==> src/rtl/imem_loader_pkg.sv <==
`default_nettype none
// ============================================================================
// Module : imem_loader_pkg
// Brief  : Shared types and constants for the instruction-memory loader.
// Rev    : 1.0 - initial release
// ============================================================================
package imem_loader_pkg;

    localparam int HDR_LEN  = 2;
    localparam int CSUM_LEN = 1;
    localparam int BYTE_W   = 8;

    typedef enum logic [2:0] {
        ST_IDLE   = 3'd0,
        ST_LEN_LO = 3'd1,
        ST_LEN_HI = 3'd2,
        ST_DATA   = 3'd3,
        ST_CSUM   = 3'd4,
        ST_DONE   = 3'd5,
        ST_ERR    = 3'd6
    } state_t;

endpackage
`default_nettype wire

==> src/rtl/imem_loader.sv <==
`default_nettype none
// ============================================================================
// Module : imem_loader
// Brief  : Framed byte-stream loader into instruction memory with length and
//          XOR checksum validation; holds the core in reset while loading.
// Rev    : 1.0 - initial release
// ============================================================================
module imem_loader
    import imem_loader_pkg::*;
#(
    parameter int DEPTH  = 109,
    parameter int ADDR_W = 7
) (
    input  logic              clk,
    input  logic              reset,
    input  logic              start,
    input  logic              in_valid,
    input  logic [BYTE_W-1:0] in_data,
    output logic              in_ready,
    output logic              mem_we,
    output logic [ADDR_W-1:0] mem_addr,
    output logic [BYTE_W-1:0] mem_wdata,
    output logic              hold_cpu,
    output logic              done,
    output logic              error
);

    state_t              r_state,  w_state_nxt;
    logic [15:0]         r_len,    w_len_nxt;
    logic [15:0]         r_count,  w_count_nxt;
    logic [BYTE_W-1:0]   r_acc,    w_acc_nxt;
    logic                r_we,     w_we_nxt;
    logic [ADDR_W-1:0]   r_addr,   w_addr_nxt;
    logic [BYTE_W-1:0]   r_wdata,  w_wdata_nxt;
    logic                r_hold,   w_hold_nxt;
    logic                r_done,   w_done_nxt;
    logic                r_error,  w_error_nxt;

    logic                w_accept;
    logic [15:0]         w_len_full;
    logic [15:0]         w_count_p1;

    assign in_ready   = ((r_state == ST_LEN_LO) || (r_state == ST_LEN_HI) ||
                         (r_state == ST_DATA)   || (r_state == ST_CSUM)) && !start;
    assign w_accept   = in_valid && in_ready;
    assign w_len_full = {in_data, r_len[7:0]};
    assign w_count_p1 = r_count + 16'd1;

    always_ff @(posedge clk or posedge reset) begin
        if (reset) begin
            r_state <= ST_IDLE;
            r_len   <= '0;
            r_count <= '0;
            r_acc   <= '0;
            r_we    <= 1'b0;
            r_addr  <= '0;
            r_wdata <= '0;
            r_hold  <= 1'b0;
            r_done  <= 1'b0;
            r_error <= 1'b0;
        end else begin
            r_state <= w_state_nxt;
            r_len   <= w_len_nxt;
            r_count <= w_count_nxt;
            r_acc   <= w_acc_nxt;
            r_we    <= w_we_nxt;
            r_addr  <= w_addr_nxt;
            r_wdata <= w_wdata_nxt;
            r_hold  <= w_hold_nxt;
            r_done  <= w_done_nxt;
            r_error <= w_error_nxt;
        end
    end

    always_comb begin
        w_state_nxt = r_state;
        w_len_nxt   = r_len;
        w_count_nxt = r_count;
        w_acc_nxt   = r_acc;
        w_we_nxt    = 1'b0;
        w_addr_nxt  = r_addr;
        w_wdata_nxt = r_wdata;
        w_hold_nxt  = r_hold;
        w_done_nxt  = r_done;
        w_error_nxt = r_error;

        // start wins over any byte on the same edge; in_ready is already low
        if (start) begin
            w_state_nxt = ST_LEN_LO;
            w_count_nxt = '0;
            w_acc_nxt   = '0;
            w_done_nxt  = 1'b0;
            w_error_nxt = 1'b0;
            w_hold_nxt  = 1'b1;
        end else if (w_accept) begin
            case (r_state)
                ST_LEN_LO: begin
                    w_len_nxt[7:0] = in_data;
                    w_state_nxt    = ST_LEN_HI;
                end
                ST_LEN_HI: begin
                    w_len_nxt = w_len_full;
                    if (w_len_full > 16'(DEPTH)) begin
                        w_state_nxt = ST_ERR;
                        w_error_nxt = 1'b1;
                    end else if (w_len_full == 16'd0) begin
                        w_state_nxt = ST_CSUM;
                    end else begin
                        w_state_nxt = ST_DATA;
                    end
                end
                ST_DATA: begin
                    w_we_nxt    = 1'b1;
                    w_addr_nxt  = r_count[ADDR_W-1:0];
                    w_wdata_nxt = in_data;
                    w_acc_nxt   = r_acc ^ in_data;
                    w_count_nxt = w_count_p1;
                    if (w_count_p1 == r_len) begin
                        w_state_nxt = ST_CSUM;
                    end
                end
                ST_CSUM: begin
                    if (in_data == r_acc) begin
                        w_state_nxt = ST_DONE;
                        w_done_nxt  = 1'b1;
                        w_hold_nxt  = 1'b0;
                    end else begin
                        w_state_nxt = ST_ERR;
                        w_error_nxt = 1'b1;
                    end
                end
                default: begin
                    w_state_nxt = r_state;
                end
            endcase
        end
    end

    assign mem_we    = r_we;
    assign mem_addr  = r_addr;
    assign mem_wdata = r_wdata;
    assign hold_cpu  = r_hold;
    assign done      = r_done;
    assign error     = r_error;

endmodule
`default_nettype wire
==> config.mk <==
export PLATFORM = sky130hd
export DESIGN_NAME = imem_loader
export DESIGN_NICKNAME = d
export VERILOG_FILES = /design/src/rtl/imem_loader_pkg.sv /design/src/rtl/imem_loader.sv
export SDC_FILE = /design/constraint.sdc
export NUM_CORES = 1
export LEC_CHECK = 0
export ABC_CLOCK_PERIOD_IN_PS = 2600
export BUFFER_PORTS_ARGS = -buffer_cell sky130_fd_sc_hd__buf_4
export CORE_UTILIZATION = 26
export CTS_BUF_LIST = sky130_fd_sc_hd__clkbuf_2 sky130_fd_sc_hd__clkbuf_4 sky130_fd_sc_hd__clkbuf_8
export DETAILED_ROUTE_END_ITERATION = 8
export PLACE_DENSITY = 0.44
export SLEW_MARGIN = 5
export SYNTH_ARGS = -nofsm -noshare
export SYNTH_HDL_FRONTEND = slang
export SYNTH_SLANG_ARGS = --single-unit
==> constraint.sdc <==
create_clock -name clk -period 2.6 [get_ports clk]
set_input_delay 0.39 -clock clk [delete_from_list [all_inputs] [get_ports clk]]
set_output_delay 0.39 -clock clk [all_outputs]
set_load 0.005 [all_outputs]
* Word level (Yosys, flattened, before mapping)
Index checks and enable logic that the tools add are counted.
Cells by class: $add $sub $neg 1, magnitude comparators 1, equality and inequality tests 9, muxes and demuxes 29, bitwise gates (word level) 2, reductions and logical operators 20
Operator list (number):
- $mux W16 | 3
- $mux W8 | 3
- $add A16 B1 Y16 const B | 1
- $eq A16 B16 Y1 | 1
- $gt A16 B7 Y1 const B | 1
- $logic_not A16 Y1 | 1
- $mux W1 | 15
- $mux W3 | 5
- $reduce_and A3 Y1 | 5
- $pmux W3 S4 | 1
- $eq A8 B8 Y1 | 1
- $reduce_bool A2 Y1 | 4
- $xor A8 B8 Y8 | 1
- $eq A3 B2 Y1 const B | 2
- $ne A3 B2 Y1 const B | 2
- $reduce_bool A5 Y1 | 1
- $reduce_and A4 Y1 | 1
- $eq A3 B1 Y1 const B | 1
- $eq A3 B3 Y1 const B | 1
- $logic_or A1 B1 Y1 | 3
- $ne A3 B3 Y1 const B | 1
- $reduce_bool A3 Y1 | 1
- $logic_and A1 B1 Y1 | 2
- $mux W2 | 1
- other kinds (4) | 4
Storage, ports and cells: register bits 62, input bits 12, output and inout port bits 20, word-level logic and storage cells 73

* Longest topological paths before layout
depth in word-level cells 8, mapped depth 8, gate-level depth less buffers 8

* Least setup slack after synthesis
OpenSTA, ideal clock, no wires.
path kind register to register, from register r_count[1], to register r_state[0], setup time 0.125 ns, arrival 2.392 ns, required time 2.475 ns, path slack 0.083 ns, cell stages (with the launch flop) 9, path buffers 0, clock period less this slack 2.517 ns, cell sequence dfrtp_1 > ha_1 > nand3_1 > or2_2 > a2111oi_2 > o2bb2ai_1 > nor4_1 > a31oi_1 > mux2_4
Between the ends: longest elaborated chain between the ends 4
RTL lines:
- from (decl) | RTL line imem_loader.sv:30 | logic [15:0] r_count, w_count_nxt;
- from (signal assigned) | RTL line imem_loader.sv:64 | r_count <= w_count_nxt;
- $add A16 B1 Y16 | RTL line imem_loader.sv:47 | assign w_count_p1 = r_count + 16'd1;
- $eq A16 B16 Y1 | RTL line imem_loader.sv:118 | if (w_count_p1 == r_len) begin
- $ne A3 B2 Y1 (no line)
- $reduce_and A3 Y1 (no line)
- to (signal assigned) | RTL line imem_loader.sv:62 | r_state <= w_state_nxt;
- to (decl) | RTL line imem_loader.sv:28 | state_t r_state, w_state_nxt;
No other way between the ends. A chain may end at the register's enable or synchronous reset.

* Worst setup path after layout
from register r_count[14], to register r_state[0]
Same word-level chain as after synthesis.

==> reports/metrics.cfg <==
[setup_path]
worstReg2RegStart=r_count[14]$_DFFE_PP0P_
crit_path_end_kind=register
worstSetupStartpointType=register
r2r_slack_ns=0.12
arrival_ns=2.72
reg2reg_to=r_state[0]$_DFFE_PP0P_
required_ns=2.84
path_max_fanout=3
r2r_cells=7
worstSetupPathType=register to register

[min_path]
hold_class=input pin to async pin

[timing]
slew_headroom_pct=66.6
maxSlewViolCount=0
setup_viol=0
skew_ns=0.00889
period_needed_ns=2.48
hold_viol=0
max_clock_freq_mhz=404
worstMarginPinSlew_ns=0.500
totalNegativeSetupSlack_ns=0
finalCritPeriodShare_pct=95.3
grt_setup_unrepaired=no

[finish]
drive_gt1_share_pct=31.3
final_nets=382
final_cell_count_no_fill=542
final_common_cell=dfrtp_1
syn2layout_area_growth_pct=24.3
diodes=0
layout_common_cells=dfrtp_1, buf_4, nor2_1, mux2_2, xnor2_1
fillers=1280

[floorplanning]
dieArea_um2=13200
num_io_pins=32
std_cell_rows=40
coreArea_um2=12200
die_x_um=115
die_h_um=115
initial_utilization_pct=27.1

[global_route]
gr-total-overflow=0
grtUsageTotal_pct=13.9
grt_pass1_vias=2556
grt_max_degree=43
antenna_found_initial=0
grt_pass1_wl_mm=13.7

[logic_synthesis]
async_flop_share_pct=100
synth_ff_type=dfrtp_1
syn_area_per_cell_um2=10.3
synth-edff-count=0
ys_seq_elements=62
synth_top_area_share_pct=46.9
ys_types=46
synth_area_um2=3310
synth.largest_area_cell=dfrtp_1
synth.net_count=334
synth_cells=321
synthTopCellsByArea=dfrtp_1, mux2_2, xnor2_1, xor2_1, nor2_1
yosys_warnings=0
ys_seq_area_share_pct=46.9

[pwr]
power_density_nw_per_um2=794
finalPower_mw=3.26
p_leak_nw=1.73
irDropWorstVdd_v=0.000431

[detailed_routing]
drt_first_pass_iters=4
vias=2525
wl_per_cell_um=15.4
first_iter_violations=77
routed_wl_mm=8.34
drcViolationCount=0
viasPerCell=4.66
ant_nets=0

[place]
gp_congestion=0.844
port_buffers=31
dp_hpwl_mm=6.03
place_inst=526

[clock_tree]
clkSinkCount=62
cts_buffer_depth=2
cts-hold-fix-buffers=0
cts_root_buf=clkbuf_8
htree_levels=3
cts_buffers=9
cts_tree=done
path_clk_slew_ns=0.07
ctsResizeCount=0
cts_setup_buffers=0
clock_latency_ns=0.35

[flow_run]
maxCapViolCount=0

[run_status]
status=finished clean

[through the flow]
stage	hold slack (ns)	utilization, %	setup slack, ns	cell area (um2)
2_1_floorplan	0.489	-	0.0825	3310
3_3_place_gp	0.450	31.7	0.159	3870
3_5_place_dp	0.462	31.7	0.0729	3870
4_1_cts	0.0682	33.5	0.0691	4090
5_1_grt	0.0919	33.7	0.00640	4110
6_report	0.0703	33.7	0.122	4110
[sequential cells by signal, summed over array words and instances, names as in the netlist]
register and count:
hold_cpu 1, error 1, r_len 16, r_state 3
done 1, mem_wdata 8, mem_addr 7, r_acc 8
r_count 16, mem_we 1
[power breakdown]
part,internal [mW],switching (mW),total [mW]
combinational,0.518,0.424,0.942
sequential,1.19,0.191,1.38
clock,0.548,0.398,0.947
[cells in the mapped netlist, types with 2 or more instances]
cell type  number
dfrtp_1        62
nor2_1         32
mux2_2         31
xnor2_1        23
xor2_1         22
nand2_1        20
o21ai_0        15
a21oi_1        14
clkbuf_1       11
nor3_1         10
or3_1           9
nor4_1          8
nand3_1         7
buf_2           6
nand4_1         6
nand2b_1        5
inv_1           4
a31oi_1         3
nor2b_1         3
nand4_4         2
nor3b_1         2
or4_1           2
[metal layers]
| metal | GRT usage [%] | vias to the layer above | wire length, um |
|---|---|---|---|
| li1 | - | 1224 | - |
| met1 | 18.2 | 1251 | 4030 |
| met2 | 22.6 | 41 | 3960 |
| met3 | 4.06 | 9 | 262 |
| met4 | 3.90 | 0 | 81 |
| met5 | 0 | - | 0 |
[final cells by class]
cell class / count / area (um2) / area share (%)
multi-input combinational: 237 / 1690 / 41.0
sequential: 62 / 1560 / 37.8
timing repair buffer: 55 / 425 / 10.3
tap: 168 / 210 / 5.11
clock buffer: 10 / 131 / 3.19
clock inverter: 6 / 86.3 / 2.10
inverter: 4 / 15.0 / 0.365
[how the worst max path moves through the flow]
stage	start	end	slack, ns	depth (start not counted)
2_1_floorplan	r_count[1]$_DFFE_PP0P_	r_state[0]$_DFFE_PP0P_	0.08	8
3_3_place_gp	r_count[9]$_DFFE_PP0P_	r_state[0]$_DFFE_PP0P_	0.16	7
3_5_place_dp	r_count[9]$_DFFE_PP0P_	r_state[0]$_DFFE_PP0P_	0.07	7
4_1_cts	r_count[9]$_DFFE_PP0P_	r_state[0]$_DFFE_PP0P_	0.07	7
5_1_grt	r_count[14]$_DFFE_PP0P_	r_state[2]$_DFFE_PP0P_	0.006	7
6_report	r_count[14]$_DFFE_PP0P_	r_state[0]$_DFFE_PP0P_	0.12	7
[critical path, cell delays in order (launching register included)]
cell and delay (ns):
dfrtp_1 0.43, xor2_2 0.20, or3b_1 0.38, a2111oi_2 0.37, o2bb2ai_1 0.13, nor4_2 0.33
a31oi_2 0.19, mux2_4 0.33
[cells by family after synthesis]
family          after synthesis  synth area share, %
flops                        62                 46.9
fa+ha+maj                     1                0.378
xor+xnor                     45                 11.9
buf+inv                      22                 2.72
compound gates               44                 8.28
simple gates                114                 18.5
mux                          33                 11.3
Power figures use the tool's default switching activity.
